File: config.mk
export PLATFORM = sky130hd
export DESIGN_NAME = fir_out_collector
export DESIGN_NICKNAME = d
export VERILOG_FILES = /design/src/rtl/fir_out_collector.sv
export SDC_FILE = /design/constraint.sdc
export NUM_CORES = 1
export LEC_CHECK = 0
export ABC_AREA = 1
export CORE_MARGIN = 1.5
export CORE_UTILIZATION = 39
export CTS_BUF_LIST = sky130_fd_sc_hd__clkbuf_4 sky130_fd_sc_hd__clkbuf_8 sky130_fd_sc_hd__clkbuf_16
export DETAILED_ROUTE_END_ITERATION = 8
export SLEW_MARGIN = 15
export SYNTH_ARGS = -nofsm -noshare
export SYNTH_HDL_FRONTEND = slang
export SYNTH_SLANG_ARGS = --single-unit
File: constraint.sdc
create_clock -name clk -period 2.9 [get_ports clk]
set_input_delay 0.58 -clock clk [delete_from_list [all_inputs] [get_ports clk]]
set_output_delay 0.58 -clock clk [all_outputs]
set_load 0.02 [all_outputs]
File: src/rtl/fir_out_collector.sv
// Output sink for the FIR result stream: rescale, buffer in a FWFT FIFO, hand off over valid/ready.
// Define FIR_OUT_SAT_EN to saturate on narrowing; otherwise the narrowed sample wraps (truncation).
module fir_out_collector #(
   parameter int IN_W  = 16,
   parameter int OUT_W = 8,
   parameter int SHIFT = 0,
   parameter int DEPTH = 8
) (
   input  logic                     clk,
   input  logic                     rst,
   input  logic [IN_W-1:0]          fir_data,
   input  logic                     fir_valid,
   output logic [OUT_W-1:0]         m_data,
   output logic                     m_valid,
   input  logic                     m_ready,
   output logic [$clog2(DEPTH):0]   fill,
   output logic                     overflow,
   input  logic                     clr_ovf
);

   localparam int AW = $clog2(DEPTH);
   localparam logic [AW:0] FULL_CNT = (AW+1)'(DEPTH);

   logic [OUT_W-1:0] mem [DEPTH];

   logic [AW-1:0]    wr_ptr_reg, wr_ptr_next;
   logic [AW-1:0]    rd_ptr_reg, rd_ptr_next;
   logic [AW:0]      fill_reg, fill_next, remain;
   logic             m_valid_reg, m_valid_next;
   logic [OUT_W-1:0] m_data_reg, m_data_next;
   logic             overflow_reg, overflow_next;

   logic signed [IN_W-1:0] shifted;
   logic [OUT_W-1:0]       scaled;
   logic                   pop, push, drop, full;

   assign shifted = $signed(fir_data) >>> SHIFT;

`ifdef FIR_OUT_SAT_EN
   localparam logic signed [IN_W-1:0] S_MAX = {{(IN_W-OUT_W+1){1'b0}}, {(OUT_W-1){1'b1}}};
   localparam logic signed [IN_W-1:0] S_MIN = {{(IN_W-OUT_W+1){1'b1}}, {(OUT_W-1){1'b0}}};

   always_comb begin
      scaled = OUT_W'(shifted);
      if (shifted > S_MAX)
         scaled = {1'b0, {(OUT_W-1){1'b1}}};
      else if (shifted < S_MIN)
         scaled = {1'b1, {(OUT_W-1){1'b0}}};
   end
`else
   assign scaled = OUT_W'(shifted);
`endif

   // A pop on the same edge frees the slot a push needs, so a full FIFO still accepts.
   always_comb begin
      full = (fill_reg == FULL_CNT);
      pop  = m_valid_reg & m_ready;
      push = fir_valid & (~full | pop);
      drop = fir_valid & full & ~pop;

      wr_ptr_next = push ? wr_ptr_reg + 1'b1 : wr_ptr_reg;
      rd_ptr_next = pop  ? rd_ptr_reg + 1'b1 : rd_ptr_reg;
      remain      = pop  ? fill_reg - 1'b1   : fill_reg;

      fill_next = fill_reg;
      case ({push, pop})
         2'b10:   fill_next = fill_reg + 1'b1;
         2'b01:   fill_next = fill_reg - 1'b1;
         default: fill_next = fill_reg;
      endcase

      m_valid_next = (fill_next != '0);

      // Next head is the incoming sample when nothing older survives this edge.
      if (fill_next == '0)
         m_data_next = '0;
      else if (remain == '0)
         m_data_next = scaled;
      else
         m_data_next = mem[rd_ptr_next];

      if (drop)
         overflow_next = 1'b1;
      else if (clr_ovf)
         overflow_next = 1'b0;
      else
         overflow_next = overflow_reg;
   end

   always_ff @(posedge clk) begin
      if (push)
         mem[wr_ptr_reg] <= scaled;
   end

   always_ff @(posedge clk or negedge rst) begin
      if (!rst) begin
         wr_ptr_reg   <= '0;
         rd_ptr_reg   <= '0;
         fill_reg     <= '0;
         m_valid_reg  <= 1'b0;
         m_data_reg   <= '0;
         overflow_reg <= 1'b0;
      end else begin
         wr_ptr_reg   <= wr_ptr_next;
         rd_ptr_reg   <= rd_ptr_next;
         fill_reg     <= fill_next;
         m_valid_reg  <= m_valid_next;
         m_data_reg   <= m_data_next;
         overflow_reg <= overflow_next;
      end
   end

   assign m_data   = m_data_reg;
   assign m_valid  = m_valid_reg;
   assign fill     = fill_reg;
   assign overflow = overflow_reg;

endmodule

==> impl_metrics.ini <==
[outcome]
status = complete, no violations

[drt]
dr_total_vias = 2646
ant_nets = 0
wirelength_um = 8180
drtIter0Drc = 171
post_drt_wl_per_cell_um = 14.7
drc_errors = 0
dr.pass1.iters = 4
routed_via_density = 4.75

[hold_path]
hp-class = flop to flop
min_from = wr_ptr_reg[0]$_DFFE_PN0P_

[clock_network]
cts_resized = 0
htree_levels = 3
cts_buffers = 9
postCtsHoldBufs = 0
clk_latency_ns = 0.36
clock_sinks = 84
postCtsSetupBuffers = 0
cts_tree = yes
clock_path_buffers = 2
cts_root_buf = clkbuf_8
clkSlewWorstSetupHoldPaths_ns = 0.08

[layout]
final_core_util_pct = 47.2
drive_above_1_share_pct = 15.6
final_cells = 557
nets = 448
largest_reg_flops = 64
syn_to_final_growth_pct = 18.9
num_antenna_cells = 0
final_common_cell = nand2_1
design_area_um2 = 4570
final_cell_mix = nand2_1 (113), edfxtp_1 (64), nand3_1 (56)

[sta]
timing.final.crit_share_pct = 84.4
min_period_ns = 2.45
slew_headroom_pct = 74.1
hold_viol = 0
rsz0062_at_grt = false
max_freq_ghz = 0.408
hold_ws_ns = 0.536
report.final.setup_viol = 0
drv_slew = 0
tns_ns = 0
worstMarginPinSlew_ns = 0.387
finalWorstSetupSlack_ns = 0.451
fin_skew_ns = 0.0125

[floorplan]
die_h_um = 102
die-area_um2 = 10500
core_um2 = 9680
initial_core_util_pct = 39.7
dieWidth_um = 102
io_pins = 35
row_count = 36

[worst_setup_path]
crit_start = m_ready
timing.rr.start = fill[1]$_DFF_PN0_
r2r_setup_slack_ns = 0.48
timing.rr.end = m_data[2]$_DFF_PN0_
crit_type = input pin to flop
cp_data_required_time_ns = 3.14
arrival_ns = 2.69
critPathMaxFanout = 5
critPathCaptureType = flop
worstSetupStartpointType = input pin
r2r_cells = 14
critPathCapture = m_data[2]$_DFF_PN0_

[yosys]
yosysUniqueCellTypes = 26
ys_seq_area_share_pct = 63.0
netlist_instances = 366
synth_area_um2 = 3850
syn_area_per_cell_um2 = 10.5
synth_seq_cells = 84
ys_warn_count = 0
syn-num-nets = 395

[global_routing]
grt_antenna_before_repair = 0
grt_pass1_vias = 2534
grt_max_degree = 33
grt_overflow = 0
grtUsageTotal_pct = 17.3
grt_pass1_wl_um = 13100

[power]
power_frac_seq_pct = 35.5
p_clk_share_pct = 17.8
power.switching_mw = 1.98
power_density_nw_per_um2 = 1050
power_frac_comb_pct = 46.8
p_total_mw = 4.80
irDropWorstVdd_uv = 334
swShare_pct = 41.3
power.internal_mw = 2.82
p_leak_nw = 1.94

[job]
drv_cap = 0

[place]
place_hpwl_um = 5260
numPortBuffers = 26
dpl-instance-area_um2 = 4370
gp_congestion = 0.793
place_ws_ns = 0.0818
place_inst = 541
==> metal layers <==
metal | vias up | part of all wire (%) | track usage, %
met1 | 1248 | 43 | 21.4
met3 | 6 | 4.4 | 4.10
li1 | 1327 | - | -
met4 | 0 | 0.94 | 4.74
met2 | 65 | 52 | 30.3
met5 | - | 0 | 0
==> worst max-delay path, stage by stage <==
cell	delay, ns
clkdlybuf4s50_1	0.46
nand2_4	0.08
nand4_1	0.11
nand2_1	0.14
inv_1	0.07
ha_1	0.18
or2_2	0.28
a21boi_0	0.23
nand2_1	0.09
nor2_1	0.11
nand2_1	0.08
buf_4	0.16
nand2_1	0.05
nor2_1	0.06
==> final cells by class <==
| cell class | count | area, µm² |
|---|---|---|
| Clock buffer | 10 | 131 |
| Clock inverter | 6 | 72.6 |
| Fill cell | 893 | 5110 |
| Inverter | 30 | 118 |
| Multi-Input combinational cell | 244 | 1220 |
| Sequential cell | 84 | 2420 |
| Tap cell | 133 | 166 |
| Timing Repair Buffer | 50 | 440 |
==> power groups by stage <==
stage | Combinational (mW) | Clock [mW] | Sequential, mW
5_1_grt | 2.50 | 0.931 | 1.73
4_1_cts | 2.26 | 0.868 | 1.70
3_3_place_gp | 2.22 | 0 | 1.73
6_report | 2.25 | 0.853 | 1.70
3_5_place_dp | 2.25 | 0 | 1.73
2_1_floorplan | 1.45 | 0 | 1.83
==> worst min-delay path by stage <==
stage / endpoint / slack [ns] / cells past startpoint
2_1_floorplan: fill[0]$_DFF_PN0_ / 0.28 / 0
3_3_place_gp: wr_ptr_reg[0]$_DFFE_PN0P_ / 0.51 / 2
3_5_place_dp: wr_ptr_reg[0]$_DFFE_PN0P_ / 0.52 / 2
4_1_cts: wr_ptr_reg[0]$_DFFE_PN0P_ / 0.55 / 2
5_1_grt: m_data[5]$_DFF_PN0_ / 0.58 / 2
6_report: wr_ptr_reg[0]$_DFFE_PN0P_ / 0.54 / 2
==> cells in the mapped netlist <==
cell type	n	area (µm²)
nand3b_1	1	7.51
a21boi_0	1	7.51
o21ai_4	1	16.3
inv_1	27	101
o21ai_2	1	8.76
buf_6	5	56.3
nand2_4	5	56.3
nand2_2	3	18.8
buf_4	1	7.51
edfxtp_1	64	1920
buf_2	1	5.00
buf_8	1	15.0
dfrtp_1	20	500
inv_2	1	3.75
nor2_1	35	131
xor2_1	1	8.76
nand2_1	113	424
or2_2	2	12.5
nand4_1	2	12.5
inv_4	2	12.5
o22ai_1	1	6.26
o21ai_0	3	15.0
ha_1	8	100
nand3_4	1	17.5
nand3_2	10	100
nand3_1	56	280
==> logic make-up after synthesis <==
logic type,count (synthesis),share of synthesized area [%]
and+or+nand+nor,228,27.6
DFF,84,63.0
buffers and inverters,38,5.24
adders and majority gates,8,2.60
AOI/OAI and AO/OA,7,1.40
xor gates and xnor gates,1,0.228
Note: power is estimated with default switching activity, not from simulation.
